===== src/rtl/ai_av_writer_if.sv =====
// ai_av_writer_if: bus bundle for the AI comparer write-side front end.
// Carries the Avalon-MM write port from the host and the byte stream
// (data_out/data_valid/data_ready) toward the compare engine.
interface ai_av_writer_if;
   logic        avs_s0_write;
   logic [3:0]  avs_s0_address;
   logic [31:0] avs_s0_writedata;
   logic [7:0]  data_out;
   logic        data_valid;
   logic        data_ready;

   // Seen from the writer block: host writes and engine ready come in
   modport slave (
      input  avs_s0_write,
      input  avs_s0_address,
      input  avs_s0_writedata,
      input  data_ready,
      output data_out,
      output data_valid
   );

   // Seen from the host / compare engine side
   modport master (
      output avs_s0_write,
      output avs_s0_address,
      output avs_s0_writedata,
      output data_ready,
      input  data_out,
      input  data_valid
   );
endinterface


===== src/rtl/ai_av_writer.sv =====
// ai_av_writer: Avalon-MM write-side front end of the AI comparer.
// Decodes host writes into configuration registers, a byte sample FIFO and
// run-control commands, then runs INIT -> RUN -> DONE streaming len bytes.
// Optional feature macro: AI_WR_OVF_STICKY_EN (sticky FIFO overflow flag).
module ai_av_writer #(
   parameter int FIFO_DEPTH = 8
) (
   input  logic                 clk,
   input  logic                 rst,
   ai_av_writer_if.slave        bus,
   output logic                 init,
   output logic                 busy,
   output logic                 done,
   output logic [31:0]          reg1,
   output logic [31:0]          reg2,
   output logic [31:0]          crc_seed,
   output logic [31:0]          len,
   output logic                 fifo_full,
   output logic                 ovf
);

   localparam int AW = $clog2(FIFO_DEPTH);
   localparam logic [AW:0]   DEPTH_C   = (AW+1)'(FIFO_DEPTH);
   localparam logic [AW:0]   CNT_ZERO  = (AW+1)'(0);
   localparam logic [AW:0]   CNT_ONE   = (AW+1)'(1);
   localparam logic [AW-1:0] PTR_ZERO  = AW'(0);
   localparam logic [AW-1:0] PTR_ONE   = AW'(1);

   typedef enum logic [1:0] {
      ST_IDLE = 2'd0,
      ST_INIT = 2'd1,
      ST_RUN  = 2'd2,
      ST_DONE = 2'd3
   } state_t;

   state_t          state_q, state_d;
   logic [7:0]      mem_q [FIFO_DEPTH];
   logic [AW-1:0]   wr_ptr_q, wr_ptr_d;
   logic [AW-1:0]   rd_ptr_q, rd_ptr_d;
   logic [AW:0]     count_q, count_d;
   logic [31:0]     sent_q, sent_d;
   logic [31:0]     len_q, len_d;
   logic [31:0]     reg1_q, reg1_d;
   logic [31:0]     reg2_q, reg2_d;
   logic [31:0]     seed_q, seed_d;

   logic            active_s;
   logic            run_s;
   logic            fifo_empty_s;
   logic            fifo_full_s;
   logic            ctl_wr;
   logic            start_req;
   logic            abort_req;
   logic            abort_hit;
   logic            push_req;
   logic            push_ok;
   logic            pop;
   logic            cfg_wr;

   // ---------------------------------------------------------------
   // Command decode
   // ---------------------------------------------------------------
   assign active_s     = (state_q == ST_INIT) || (state_q == ST_RUN);
   assign run_s        = (state_q == ST_RUN);
   assign fifo_empty_s = (count_q == CNT_ZERO);
   assign fifo_full_s  = (count_q == DEPTH_C);

   assign ctl_wr    = bus.avs_s0_write && (bus.avs_s0_address == 4'd1);
   assign start_req = ctl_wr && bus.avs_s0_writedata[0];
   assign abort_req = ctl_wr && bus.avs_s0_writedata[1];
   // Abort only acts while a run is in progress
   assign abort_hit = abort_req && active_s;

   assign push_req  = bus.avs_s0_write && (bus.avs_s0_address == 4'd0);
   // The transfer depends only on registered occupancy and the engine ready
   assign pop       = run_s && !fifo_empty_s && bus.data_ready;
   // A full FIFO still takes a push when the head leaves in the same cycle;
   // an abort flushes everything including a same-cycle push
   assign push_ok   = push_req && (!fifo_full_s || pop) && !abort_hit;

   // Configuration registers are frozen while a run is in flight
   assign cfg_wr    = bus.avs_s0_write && !active_s;

   // Run sequencer next-state and sent-byte counter
   always_comb begin
      state_d = state_q;
      sent_d  = sent_q;
      case (state_q)
         ST_IDLE: begin
            if (start_req && !abort_req && (len_q != 32'd0)) begin
               state_d = ST_INIT;
            end else begin
               state_d = ST_IDLE;
            end
         end
         ST_INIT: begin
            if (abort_hit) begin
               state_d = ST_IDLE;
            end else begin
               state_d = ST_RUN;
               sent_d  = 32'd0;
            end
         end
         ST_RUN: begin
            if (abort_hit) begin
               state_d = ST_IDLE;
            end else if (pop) begin
               sent_d = sent_q + 32'd1;
               if ((sent_q + 32'd1) == len_q) begin
                  state_d = ST_DONE;
               end else begin
                  state_d = ST_RUN;
               end
            end else begin
               state_d = ST_RUN;
            end
         end
         ST_DONE: begin
            state_d = ST_IDLE;
         end
         default: begin
            state_d = ST_IDLE;
         end
      endcase
   end

   // Sequencer state and counter registers
   always_ff @(posedge clk or posedge rst) begin
      if (rst) begin
         state_q <= ST_IDLE;
         sent_q  <= 32'd0;
      end else begin
         state_q <= state_d;
         sent_q  <= sent_d;
      end
   end

   // FIFO pointer and occupancy next-state
   always_comb begin
      wr_ptr_d = wr_ptr_q;
      rd_ptr_d = rd_ptr_q;
      count_d  = count_q;
      if (abort_hit) begin
         wr_ptr_d = PTR_ZERO;
         rd_ptr_d = PTR_ZERO;
         count_d  = CNT_ZERO;
      end else begin
         if (push_ok) begin
            wr_ptr_d = wr_ptr_q + PTR_ONE;
         end else begin
            wr_ptr_d = wr_ptr_q;
         end
         if (pop) begin
            rd_ptr_d = rd_ptr_q + PTR_ONE;
         end else begin
            rd_ptr_d = rd_ptr_q;
         end
         case ({push_ok, pop})
            2'b10:   count_d = count_q + CNT_ONE;
            2'b01:   count_d = count_q - CNT_ONE;
            default: count_d = count_q;
         endcase
      end
   end

   // FIFO pointer and occupancy registers
   always_ff @(posedge clk or posedge rst) begin
      if (rst) begin
         wr_ptr_q <= PTR_ZERO;
         rd_ptr_q <= PTR_ZERO;
         count_q  <= CNT_ZERO;
      end else begin
         wr_ptr_q <= wr_ptr_d;
         rd_ptr_q <= rd_ptr_d;
         count_q  <= count_d;
      end
   end

   // FIFO storage; cleared on reset so no stale byte can ever leak out
   always_ff @(posedge clk or posedge rst) begin
      if (rst) begin
         for (int i = 0; i < FIFO_DEPTH; i++) begin
            mem_q[i] <= 8'h00;
         end
      end else if (push_ok) begin
         mem_q[wr_ptr_q] <= bus.avs_s0_writedata[7:0];
      end else begin
         mem_q[wr_ptr_q] <= mem_q[wr_ptr_q];
      end
   end

   // Configuration register next-state from the address map
   always_comb begin
      len_d  = len_q;
      reg1_d = reg1_q;
      reg2_d = reg2_q;
      seed_d = seed_q;
      if (cfg_wr) begin
         case (bus.avs_s0_address)
            4'd2:    len_d  = bus.avs_s0_writedata;
            4'd12:   reg1_d = bus.avs_s0_writedata;
            4'd13:   reg2_d = bus.avs_s0_writedata;
            4'd15:   seed_d = bus.avs_s0_writedata;
            default: len_d  = len_q;
         endcase
      end else begin
         len_d = len_q;
      end
   end

   // Configuration registers
   always_ff @(posedge clk or posedge rst) begin
      if (rst) begin
         len_q  <= 32'd0;
         reg1_q <= 32'd0;
         reg2_q <= 32'd0;
         seed_q <= 32'd0;
      end else begin
         len_q  <= len_d;
         reg1_q <= reg1_d;
         reg2_q <= reg2_d;
         seed_q <= seed_d;
      end
   end

`ifdef AI_WR_OVF_STICKY_EN
   logic ovf_q, ovf_d;
   logic clr_req;
   logic push_drop;

   assign clr_req   = ctl_wr && bus.avs_s0_writedata[2];
   assign push_drop = push_req && fifo_full_s && !pop && !abort_hit;

   // Sticky overflow: a drop outranks a same-cycle clear
   always_comb begin
      ovf_d = ovf_q;
      if (push_drop) begin
         ovf_d = 1'b1;
      end else if (clr_req) begin
         ovf_d = 1'b0;
      end else begin
         ovf_d = ovf_q;
      end
   end

   // Overflow flag register
   always_ff @(posedge clk or posedge rst) begin
      if (rst) begin
         ovf_q <= 1'b0;
      end else begin
         ovf_q <= ovf_d;
      end
   end

   assign ovf = ovf_q;
`else
   assign ovf = 1'b0;
`endif

   // ---------------------------------------------------------------
   // Outputs: all derived from registered state only
   // ---------------------------------------------------------------
   assign init           = (state_q == ST_INIT);
   assign busy           = active_s;
   assign done           = (state_q == ST_DONE);
   assign reg1           = reg1_q;
   assign reg2           = reg2_q;
   assign crc_seed       = seed_q;
   assign len            = len_q;
   assign fifo_full      = fifo_full_s;
   assign bus.data_valid = run_s && !fifo_empty_s;
   assign bus.data_out   = fifo_empty_s ? 8'h00 : mem_q[rd_ptr_q];

endmodule


===== src/flat_wrapper.sv =====
// flat-port wrapper written by rule: the top's interface ports become plain ports
module ai_av_writer_flat 
#(
   parameter int FIFO_DEPTH = 8
)
  (clk, rst, init, busy, done, reg1, reg2, crc_seed, len, fifo_full, ovf, bus_avs_s0_write, bus_avs_s0_address, bus_avs_s0_writedata, bus_data_ready, bus_data_out, bus_data_valid);
  ai_av_writer_if bus_i ();
  input  logic clk;
  input  logic rst;
  output logic init;
  output logic busy;
  output logic done;
  output logic [31:0] reg1;
  output logic [31:0] reg2;
  output logic [31:0] crc_seed;
  output logic [31:0] len;
  output logic fifo_full;
  output logic ovf;
  input wire logic [$bits(bus_i.avs_s0_write)-1:0] bus_avs_s0_write;
  input wire logic [$bits(bus_i.avs_s0_address)-1:0] bus_avs_s0_address;
  input wire logic [$bits(bus_i.avs_s0_writedata)-1:0] bus_avs_s0_writedata;
  input wire logic [$bits(bus_i.data_ready)-1:0] bus_data_ready;
  output wire logic [$bits(bus_i.data_out)-1:0] bus_data_out;
  output wire logic [$bits(bus_i.data_valid)-1:0] bus_data_valid;
  assign bus_i.avs_s0_write = bus_avs_s0_write;
  assign bus_i.avs_s0_address = bus_avs_s0_address;
  assign bus_i.avs_s0_writedata = bus_avs_s0_writedata;
  assign bus_i.data_ready = bus_data_ready;
  assign bus_data_out = bus_i.data_out;
  assign bus_data_valid = bus_i.data_valid;
  ai_av_writer #(.FIFO_DEPTH(FIFO_DEPTH)) u_core (.clk(clk), .rst(rst), .bus(bus_i), .init(init), .busy(busy), .done(done), .reg1(reg1), .reg2(reg2), .crc_seed(crc_seed), .len(len), .fifo_full(fifo_full), .ovf(ovf));
endmodule

===== config.mk =====
export PLATFORM = sky130hd
export DESIGN_NAME = ai_av_writer_flat
export DESIGN_NICKNAME = d
export VERILOG_FILES = /design/src/rtl/ai_av_writer_if.sv /design/src/rtl/ai_av_writer.sv /design/src/flat_wrapper.sv
export SDC_FILE = /design/constraint.sdc
export NUM_CORES = 1
export LEC_CHECK = 0
export BUFFER_PORTS_ARGS = -buffer_cell sky130_fd_sc_hd__buf_2
export CORE_AREA = 2 2 153 155
export CTS_CLUSTER_SIZE = 24
export DETAILED_ROUTE_END_ITERATION = 16
export DIE_AREA = 0 0 155 157
export PLACE_DENSITY = 0.8
export SETUP_SLACK_MARGIN = 0.02
export SLEW_MARGIN = 15
export SYNTH_ARGS = -nofsm -noshare
export SYNTH_HDL_FRONTEND = slang
export SYNTH_SLANG_ARGS = --single-unit

===== constraint.sdc =====
create_clock -name clk -period 6.2 [get_ports clk]
set_input_delay 0.31 -clock clk [delete_from_list [all_inputs] [get_ports clk]]
set_output_delay 0.31 -clock clk [all_outputs]
set_load 0.02 [all_outputs]

==> summary.log <==
[sta] total count of max-transition violations in the final report 0
[finish] NumNets Final 1255
[sta] post-layout minimum cycle time 3.718 ns
[yosys] Yosys Warn Count 0
[power_and_ir_drop] Worst IR Drop VDD 0.2964 mV
[floorplanning] effective utilization at floorplan 51.99%
[detailed_routing] number of design-rule violations left by the first detailed-router iteration 771
[worst_setup_path] kind of start point of the critical path flop
[yosys] share of the yosys chip area belonging to registers 50.48%
[finish] post-synthesis to final-layout area growth 15.82%
[worst_setup_path] crit path buf inv count 2
[yosys] Post-synth EDFFs 0
[sta] peak clock frequency supported by timing 0.2689 GHz
[worst_setup_path] slowest cell delay on critical path 0.55 ns
[worst_hold_path] hold path cells 2
[power_and_ir_drop] sequential cell fraction of total power 42.4%
[worst_hold_path] type of the worst min-delay path in2reg
[placed_design] number of instances in the placed design 1462
[floorplanning] I/O pin total 182
[sta] Setup TNS 0 ns
[cts] CTS H-tree lvls 1
[sta] PnR worst setup slack 2.482 ns
[cts] Clk Tree Root Cell sky130_fd_sc_hd__clkbuf_16
[detailed_routing] routed via count divided by cell count 6.172
[placed_design] count of input and output buffers 180
[yosys] cell area after synthesis 11700 um2
[global_route] wire length of the first global-routing pass 49520 um
[floorplanning] number of core rows 55
[cts] maximum root-to-sink buffer count 3
[sta] number of hold-slack violations in the final timing report 0
[global_route] number of antenna violations at the first check in global routing 0
[worst_setup_path] Worst EP arrival 4.13 ns
[power_and_ir_drop] Internal Dissipation 3403 uW
[floorplanning] Die Ht 157 um
[yosys] Unique masters post-synth 68
[finish] antenna cell count 0
[sta] actual transition at the worst max-transition pin 1.022 ns
[yosys] post-synthesis instance total 1064
[finish] Cell Count, Final, Fillers Out 1509
[placed_design] post-detailed-placement half-perimeter wirelength 21500 um
[yosys] async set-reset flop share out of synthesis 100.0%
[worst_setup_path] Worst Setup End Kind flop
[power_and_ir_drop] Comb power frac 29.5%
[worst_setup_path] cell breakdown of the critical path inv_1 -> ha_1 -> inv_1 -> nor2_1 -> nand2_1 -> nor2_1 -> ha_1 -> a21o_1 -> a21oi_1 -> nor3_1 -> nor3_1 -> a21oi_1 -> a22o_1
[worst_hold_path] Worst Hold Endpoint u_core.reg1[13]
[detailed_routing] drt first pass iters 5
[worst_setup_path] worst reg2reg endpoint u_core.count_q[3]
[worst_setup_path] family of cells with the greatest summed delay on the critical path simple AND/OR/NAND/NOR gates
[power_and_ir_drop] portion of total power attributed to the clock network 28.1%
[global_route] overflow left after global routing 0
[worst_setup_path] type of the worst setup path reg2reg
[worst_setup_path] critical-path maximum fanout 21
[sta] Period Utilization, post-route 59.98%
[sta] setup violators final 0
[floorplanning] floorplan die area 24340 um2
[global_route] vias in the first global route 8998
[worst_setup_path] slowest cell on the critical path sky130_fd_sc_hd__ha_1
[detailed_routing] remaining antenna violation count after routing 0
[cts] Skew-Pair Late Insertion Delay 0.53 ns
[power_and_ir_drop] Sw Share 36.37%
[worst_hold_path] source of the worst hold timing path bus_avs_s0_writedata[13]
[yosys] area share of the largest cell type after synthesis 50.48%
[sta] Max-slew headroom 31.90%
[yosys] cell taking the most area after synthesis sky130_fd_sc_hd__dfrtp_1
[cts] CTS tree done
[worst_setup_path] reg2reg setup slack 2.48 ns
[worst_setup_path] path depth of the worst reg2reg path 13
[yosys] Syn Nets 1114
[detailed_routing] detailed-route DRC error count 0
[floorplanning] core area 22500 um2
[floorplanning] chip width 155 um
[sta] skew final 0.01465 ns
[placed_design] final weighted congestion in routability-driven placement 0.9265
[global_route] total global-route track usage 25.79%
[placed_design] post-placement setup slack 2.598 ns
[yosys] cells taking the most area after synthesis sky130_fd_sc_hd__dfrtp_1, sky130_fd_sc_hd__mux2_2, sky130_fd_sc_hd__o21ai_0
[run] Max-Cap Viols 0
[finish] share of the core filled with cells 60.21%
[global_route] pin count of the biggest net entering global routing 144
[detailed_routing] total vias in the final route 9314
[power_and_ir_drop] total net switching power 1946 uW
[cts] # clock sinks 236
[worst_setup_path] worst flop-to-flop path startpoint u_core.state_q[0]
[detailed_routing] Routed WL per cell 21.16 um
[worst_setup_path] required time of the critical path 6.61 ns
[yosys] number of synthesized register bits 236
[power_and_ir_drop] leakage power 0.006001 uW
[power_and_ir_drop] cell area power density 394.8 nW/um2
[detailed_routing] routed wire length 31930 um
[cts] number of resized instances in the post-cts repair step 0
[cts] post-CTS setup repair buffer count 0
[finish] FILL cells 1755
[sta] RSZ-0062 raised after global routing no
[outcome] result of the run complete, no violations
[cts] number of clock buffers inserted by TritonCTS 25
[yosys] syn_area_per_cell 11.00 um2
[cts] clock-pin slew of the registers on the worst-case setup and hold paths 0.06 ns
[yosys] most common flop cell mapped by yosys sky130_fd_sc_hd__dfrtp_1
[finish] proportion of layout cells with a drive suffix above 1 32.60%
how the worst max path moves through the flow:
stage	cells past startpoint	to	start	slack [ns]
global placement	13	u_core.count_q[3]	u_core.state_q[0]	2.72
CTS	13	u_core.count_q[3]	u_core.state_q[0]	2.54
finish	13	u_core.count_q[3]	u_core.state_q[0]	2.48
global route	13	u_core.count_q[3]	u_core.state_q[0]	2.15
floorplan	1	u_core.count_q[0]	rst	2.80
detailed placement	13	u_core.count_q[3]	u_core.state_q[0]	2.60
registers in the layout, indices dropped and copies added, names as in the netlist:
signal,flops
u_core.crc_seed,32
u_core.state_q,2
u_core.sent_q,32
u_core.wr_ptr_q,3
u_core.len,32
u_core.reg1,32
u_core.reg2,32
u_core.count_q,4
u_core.mem_q,64
u_core.rd_ptr_q,3
cell families after synthesis:
family,Yosys count,share of synthesized area (%)
compound gates,209,10.95
xor+xnor,48,3.594
fa+ha+maj,10,1.134
buf+inv,86,3.155
flops,236,50.48
mux,161,16.86
other cells,1,0.03205
simple gates,313,13.80
cell usage after synthesis, drive strengths merged, types with 4 or more instances:
cell type  instances
nand3b             4
mux4              16
a22o              20
buf               47
xor2              20
a21o               4
mux2             128
nand2            129
a21oi             27
o21ai            106
or3                8
dfrtp            236
nor3b              6
a221oi             8
nand3             32
mux2i             17
nor3              32
clkbuf            28
o22ai              5
and3b              4
and3               4
ha                 9
a22oi             16
nand4             16
and4               5
inv               11
nor2              33
nor4              18
xnor2             28
area by class of cell:
class	instances	area (um2)	share of cell area, %
clock inverters	16	153.9	1.136
multi-input cells	742	5429	40.07
well taps	285	356.6	2.632
inverters	11	45.04	0.3324
clock buffers	30	674.4	4.977
flip-flops and latches	236	5907	43.60
repair buffers	189	983.4	7.258
routing by layer:
layer	track usage [%]	routed length [um]	vias up
li1	-	-	4154
met5	0	0	-
met3	4.873	2466	79
met2	41.69	15460	426
met4	9.524	1103	0
met1	34.99	12900	4655
power by group through the flow:
stage / clock [uW] / combinational (uW) / sequential [uW]
2_1_floorplan: 0 / 839 / 2410
3_3_place_gp: 0 / 1520 / 2250
3_5_place_dp: 0 / 1570 / 2270
4_1_cts: 1520 / 1580 / 2250
5_1_grt: 1580 / 1710 / 2310
6_report: 1500 / 1580 / 2270
worst reg2reg max path: cells and delay by family (launching register included):
family | cells | cell delay [ns]
and+or+nand+nor | 5 | 1.10
adders and majority gates | 2 | 0.83
AOI/OAI and AO/OA | 4 | 0.65
buffers and inverters | 2 | 0.62
DFF | 1 | 0.40
cells in the final DEF, fill, tap and decap left out, drive strengths merged, types with 5 or more instances in the layout:
cell type	count
dfrtp	236
buf	188
nand2	129
mux2	128
o21ai	106
nor2	33
nand3	32
nor3	32
clkbuf	30
xnor2	28
a21oi	27
xor2	20
a22o	20
nor4	18
mux2i	17
mux4	16
a22oi	16
nand4	16
inv	12
ha	9
a221oi	8
or3	8
clkinv	7
nor3b	6
clkinvlp	6
and4	5
o22ai	5
timing repair:
action                                  in CTS  in global routing
hold buffers                                 1                  0
endpoints found under the setup margin       0                  0
hold endpoints to repair                    15                  0
through the flow:
step | hold WS, ns | instance area (um2) | total power (uW)
6_report | 0.04964 | 13550 | 5349
5_1_grt | 0.04500 | 13550 | 5602
4_1_cts | 0.03708 | 13550 | 5352
3_5_place_dp | 0.3414 | 12710 | 3840
3_3_place_gp | 0.3426 | 12710 | 3767
2_1_floorplan | 0.4605 | 11700 | 3248
(Power assumes the default switching activity.)
